<file path="src/rtl/pr_uart_tx_if.sv">
// Register-bus port bundle for the UART transmitter: word address, write strobe,
// write data and combinational read data.
interface pr_uart_tx_if;
    logic [1:0]  Addr;
    logic        WE;
    logic [31:0] Din;
    logic [31:0] Dout;

    modport master (output Addr, output WE, output Din, input Dout);
    modport slave  (input Addr, input WE, input Din, output Dout);
endinterface

</file>
<file path="src/rtl/pr_uart_tx.sv">
// Memory-mapped 8N1 UART transmitter: DATA/STATUS/CTRL/DIV registers, one frame at a
// time, divisor sampled at frame start, DONE-based level interrupt.
module pr_uart_tx #(
    parameter logic [15:0] DIV_RESET = 16'd16
) (
    input  logic         clk,
    input  logic         reset,
    pr_uart_tx_if.slave  bus,
    output logic         IRQ,
    output logic         TxD
);
    typedef enum logic [1:0] {
        IDLE  = 2'd0,
        START = 2'd1,
        DATA  = 2'd2,
        STOP  = 2'd3
    } state_t;

    state_t      state_r;
    logic [7:0]  shift_r;
    logic [7:0]  data_byte_r;
    logic [15:0] bit_div_r;
    logic [15:0] timer_r;
    logic [2:0]  bit_idx_r;
    logic        txd_r;
    logic        done_r;
    logic        ie_r;
    logic [15:0] div_r;

    logic        wr_data_s;
    logic        bit_end_s;
    logic        stop_done_s;
    logic        unused_s;

    // A zero divisor is treated as one clock per bit.
    function automatic logic [15:0] eff_div(input logic [15:0] d);
        return (d == 16'd0) ? 16'd1 : d;
    endfunction

    assign wr_data_s   = bus.WE && (bus.Addr == 2'd0);
    assign bit_end_s   = (timer_r == (bit_div_r - 16'd1));
    assign stop_done_s = (state_r == STOP) && bit_end_s;
    assign unused_s    = ^bus.Din[31:16];

    // Frame sequencer: bit timing, shifting and the registered serial line.
    always_ff @(posedge clk) begin
        if (reset) begin
            state_r     <= IDLE;
            shift_r     <= 8'd0;
            data_byte_r <= 8'd0;
            bit_div_r   <= 16'd1;
            timer_r     <= 16'd0;
            bit_idx_r   <= 3'd0;
            txd_r       <= 1'b1;
        end else begin
            case (state_r)
                IDLE: begin
                    if (wr_data_s) begin
                        shift_r     <= bus.Din[7:0];
                        data_byte_r <= bus.Din[7:0];
                        bit_div_r   <= eff_div(div_r);
                        timer_r     <= 16'd0;
                        bit_idx_r   <= 3'd0;
                        txd_r       <= 1'b0;
                        state_r     <= START;
                    end else begin
                        txd_r <= 1'b1;
                    end
                end
                START: begin
                    if (bit_end_s) begin
                        timer_r <= 16'd0;
                        txd_r   <= shift_r[0];
                        state_r <= DATA;
                    end else begin
                        timer_r <= timer_r + 16'd1;
                    end
                end
                DATA: begin
                    if (bit_end_s) begin
                        timer_r <= 16'd0;
                        if (bit_idx_r == 3'd7) begin
                            txd_r   <= 1'b1;
                            state_r <= STOP;
                        end else begin
                            // The next bit is visible one cycle early as shift_r[1].
                            bit_idx_r <= bit_idx_r + 3'd1;
                            shift_r   <= {1'b0, shift_r[7:1]};
                            txd_r     <= shift_r[1];
                        end
                    end else begin
                        timer_r <= timer_r + 16'd1;
                    end
                end
                STOP: begin
                    if (bit_end_s) begin
                        timer_r <= 16'd0;
                        txd_r   <= 1'b1;
                        state_r <= IDLE;
                    end else begin
                        timer_r <= timer_r + 16'd1;
                    end
                end
                default: begin
                    txd_r   <= 1'b1;
                    state_r <= IDLE;
                end
            endcase
        end
    end

    // Control registers; completion of STOP beats a simultaneous DONE clear.
    always_ff @(posedge clk) begin
        if (reset) begin
            done_r <= 1'b0;
            ie_r   <= 1'b0;
            div_r  <= DIV_RESET;
        end else begin
            if (stop_done_s) begin
                done_r <= 1'b1;
            end else if (bus.WE && (bus.Addr == 2'd1) && bus.Din[1]) begin
                done_r <= 1'b0;
            end
            if (bus.WE && (bus.Addr == 2'd2)) begin
                ie_r <= bus.Din[0];
            end
            if (bus.WE && (bus.Addr == 2'd3)) begin
                div_r <= bus.Din[15:0];
            end
        end
    end

    // Read mux depends on the address and register state only.
    always_comb begin
        bus.Dout = 32'd0;
        case (bus.Addr)
            2'd0:    bus.Dout = {24'd0, data_byte_r};
            2'd1:    bus.Dout = {30'd0, done_r, (state_r != IDLE)};
            2'd2:    bus.Dout = {31'd0, ie_r};
            2'd3:    bus.Dout = {16'd0, div_r};
            default: bus.Dout = 32'd0;
        endcase
    end

    assign IRQ = done_r & ie_r;
    assign TxD = txd_r;
endmodule

</file>
<file path="src/flat_wrapper.sv">
// flat-port wrapper written by rule: the top's interface ports become plain ports
module pr_uart_tx_flat 
#(
    parameter logic [15:0] DIV_RESET = 16'd16
)
  (clk, reset, IRQ, TxD, bus_Addr, bus_WE, bus_Din, bus_Dout);
  pr_uart_tx_if bus_i ();
  input  logic clk;
  input  logic reset;
  output logic IRQ;
  output logic TxD;
  input wire logic [$bits(bus_i.Addr)-1:0] bus_Addr;
  input wire logic [$bits(bus_i.WE)-1:0] bus_WE;
  input wire logic [$bits(bus_i.Din)-1:0] bus_Din;
  output wire logic [$bits(bus_i.Dout)-1:0] bus_Dout;
  assign bus_i.Addr = bus_Addr;
  assign bus_i.WE = bus_WE;
  assign bus_i.Din = bus_Din;
  assign bus_Dout = bus_i.Dout;
  pr_uart_tx #(.DIV_RESET(DIV_RESET)) u_core (.clk(clk), .reset(reset), .bus(bus_i), .IRQ(IRQ), .TxD(TxD));
endmodule
</file>
<file path="config.mk">
export PLATFORM = sky130hd
export DESIGN_NAME = pr_uart_tx_flat
export DESIGN_NICKNAME = d
export VERILOG_FILES = /design/src/rtl/pr_uart_tx_if.sv /design/src/rtl/pr_uart_tx.sv /design/src/flat_wrapper.sv
export SDC_FILE = /design/constraint.sdc
export NUM_CORES = 1
export LEC_CHECK = 0
export ABC_AREA = 0
export CELL_PAD_IN_SITES_DETAIL_PLACEMENT = 1
export CELL_PAD_IN_SITES_GLOBAL_PLACEMENT = 1
export CORE_ASPECT_RATIO = 1.25
export CORE_MARGIN = 5
export CORE_UTILIZATION = 30
export CTS_CLUSTER_SIZE = 40
export DETAILED_ROUTE_END_ITERATION = 12
export PLACE_DENSITY_LB_ADDON = 0.12
export SLEW_MARGIN = 30
export SYNTH_ARGS = -nofsm -noshare
export SYNTH_HDL_FRONTEND = slang
export SYNTH_SLANG_ARGS = --single-unit
</file>
<file path="constraint.sdc">
create_clock -name clk -period 5 [get_ports clk]
set_input_delay 0.5 -clock clk [delete_from_list [all_inputs] [get_ports clk]]
set_output_delay 0.5 -clock clk [all_outputs]
set_load 0.005 [all_outputs]
</file>
==> flow_summary.json <==
{
  "dpl_cell_area_sq_um": 4580,
  "final_hold_viol_count": 0,
  "drt-total-wl_um": 13200,
  "clkPwrFrac_pct": 35.8,
  "clock-sinks": 72,
  "grt_pass1_vias": 4117,
  "end_kind": "register",
  "cp.arrival_ns": 3.60,
  "maxCapViolations": 0,
  "crit_type": "register to register",
  "critPathRequiredTime_ns": 5.24,
  "multi_input_area_sq_um": 2490,
  "die_area_sq_um": 16300,
  "grt_pass1_wl_um": 21400,
  "p_sw_share_pct": 35.0,
  "seq_area_sq_um": 1440,
  "synth_edf_count": 0,
  "fill_cells": 1666,
  "status": "complete, no violations",
  "io_pins": 71,
  "diodes": 0,
  "synth-seq-cells": 72,
  "timing.hold.ws_ns": 0.455,
  "cts_setup_buffers": 0,
  "final_area_sq_um": 4900,
  "syn_avg_cell_area_sq_um": 7.80,
  "synthArstFlopShare_pct": 0,
  "worstSkewPairLatency_ns": 0.34,
  "syn_inst": 533,
  "layout_common_cells": "91 x nand2_1, 72 x dfxtp_1, 46 x a21oi_1, 40 x nor2_1, 37 x clkdlybuf4s50_1",
  "avgRoutedWirePerCell_um": 18.0,
  "fin_worst_skew_ns": 0.00832,
  "internal_power_mw": 1.26,
  "p_seq_share_pct": 35.0,
  "globalRoute.totalOverflow": 0,
  "relSlewSlack_pct": 40.1,
  "final_common_cell": "nand2_1",
  "route.detailed.drc": 0,
  "start_util_pct": 30.4,
  "setup_violations": 0,
  "grt_usage_pct": 16.7,
  "path_clk_slew_ns": 0.06,
  "row_count": 48,
  "p_switching_uw": 675,
  "die_height_um": 142,
  "portBuffers": 38,
  "dpl.hpwl_um": 9500,
  "hold_path.class": "register to register",
  "vdd_drop_max_uv": 175,
  "drtPass1Iterations": 4,
  "cts_resized": 0,
  "vias": 3932,
  "fin_setup_tns_ns": 0,
  "vias_per_cell": 5.36,
  "ys_warn_count": 0,
  "p_leak_nw": 1.80,
  "cts-root-buf": "clkbuf_16",
  "synth_seq_area_share_pct": 34.7,
  "core_sq_um": 13700,
  "place_congestion": 0.767,
  "antenna_found_initial": 0,
  "netlist_area_sq_um": 4160,
  "max_freq_ghz": 0.297,
  "area.growth.synth_to_final_pct": 17.7,
  "crit_fanout": 12,
  "rsz0062_at_grt": "false",
  "max_slew.worst_pin.slew_ns": 0.897,
  "drive_above_1_share_pct": 6.27,
  "slew_violations": 0,
  "synth_cell_types": 65,
  "ctsHoldBuffers": 0,
  "grt_max_degree": 52,
  "combPwrFrac_pct": 29.2,
  "layout.nets": 599,
  "ys.flop_type": "dfxtp_1",
  "finalCritPeriodShare_pct": 67.2,
  "cp-start-kind": "register",
  "cts_buffers": 9,
  "clockBufferDepth": 2,
  "p_per_area_nw_per_um2": 394,
  "fp.dieW_um": 115,
  "fin_crit_ns": 3.36,
  "ant_nets": 0,
  "cts_tree": "built",
  "initialDrtViolationCount": 116,
  "htree_levels": 3
}
routing by layer:
| metal | vias up | part of all wire [%] | global-route usage [%] |
|---|---|---|---|
| met4 | 0 | 2.0 | 6.74 |
| met5 | - | 0 | 0 |
| met1 | 1945 | 44 | 19.8 |
| met2 | 48 | 52 | 29.7 |
| met3 | 18 | 2.1 | 2.35 |
| li1 | 1921 | - | - |
synthesized netlist by cell type, drive strengths merged, types with 6 or more instances:
cell | n | share of area, %
nand2 | 91 | 8.2
dfxtp | 72 | 35
a21oi | 46 | 5.5
nor2 | 43 | 4.0
clkbuf | 25 | 2.3
o21ai | 25 | 3.0
buf | 22 | 3.9
a22o | 19 | 4.0
and3 | 17 | 2.6
nor4 | 15 | 2.6
nor3 | 13 | 1.8
xnor2 | 13 | 2.7
or3 | 11 | 1.7
ha | 9 | 2.7
and2 | 8 | 1.2
nand3 | 7 | 0.96
nand4 | 7 | 1.2
nor2b | 7 | 1.1
xor2 | 7 | 1.5
inv | 6 | 0.54
o2111a | 6 | 1.6
cell type report:
type                    instances  share of cell area (%)
multi-input cells             421                    50.9
flip-flops and latches         72                    29.4
repair buffers                 41                    8.13
clock buffers                  11                    5.16
well taps                     175                    4.47
clock inverters                 5                    1.30
inverters                       8                   0.613
worst max-delay path, cell delays in order, from the launching register on:
cell	delay, ns
dfxtp_1	0.37
nor4_1	0.74
nand3_1	0.21
a211o_1	0.34
a2111oi_0	0.47
nand4_1	0.14
buf_4	0.21
nor2_2	0.23
nand3_2	0.21
o2111a_1	0.32
worst paths after layout:
path | start | end | slack [ns] | cells past startpoint
setup reg to reg | u_core.bit_div_r[0] | u_core.shift_r[6] | 1.64 | 9
hold / removal | u_core.data_byte_r[0] | u_core.data_byte_r[0] | 0.46 | 2
setup / recovery | u_core.bit_div_r[0] | u_core.shift_r[6] | 1.64 | 9
hold reg to reg | u_core.data_byte_r[0] | u_core.data_byte_r[0] | 0.46 | 2
flip-flops by register name, indices dropped and copies added, names as in the netlist:
signal	count
u_core.data_byte_r	8
u_core.TxD	1
u_core.state_r	2
u_core.ie_r	1
u_core.done_r	1
u_core.bit_div_r	16
u_core.shift_r	8
u_core.div_r	16
u_core.bit_idx_r	3
u_core.timer_r	16
metrics by stage:
step	setup slack (ns)	total power [mW]	utilization, %	std cells
final	1.64	1.93	35.8	733
after global routing	1.37	2.04	35.8	733
after CTS	1.65	1.95	35.8	733
after detailed placement	1.36	1.26	33.4	717
after global placement	1.43	1.24	33.4	717
after floorplan	2.28	1.09	-	548
cell families (layout without fill, tap and decap cells):
| kind of cell | Yosys count | after routing | share of synthesized area (%) |
|---|---|---|---|
| AO/OA/AOI/OAI | 136 | 136 | 21.8 |
| XOR/XNOR | 20 | 20 | 4.21 |
| adder cells (fa/ha/maj) | 9 | 9 | 2.71 |
| buffers and inverters | 55 | 65 | 6.86 |
| flip-flops | 72 | 72 | 34.7 |
| multiplexers | 4 | 4 | 1.29 |
| other | 1 | 16 | 0.0902 |
| AND/OR/NAND/NOR | 236 | 236 | 28.4 |
power groups by stage:
stage	clock, mW	combinational, mW	sequential, mW
2_1_floorplan	0	0.413	0.672
3_3_place_gp	0	0.553	0.686
3_5_place_dp	0	0.568	0.688
4_1_cts	0.705	0.571	0.675
5_1_grt	0.728	0.629	0.684
6_report	0.692	0.564	0.675
Note: power is estimated with default switching activity, not from simulation.
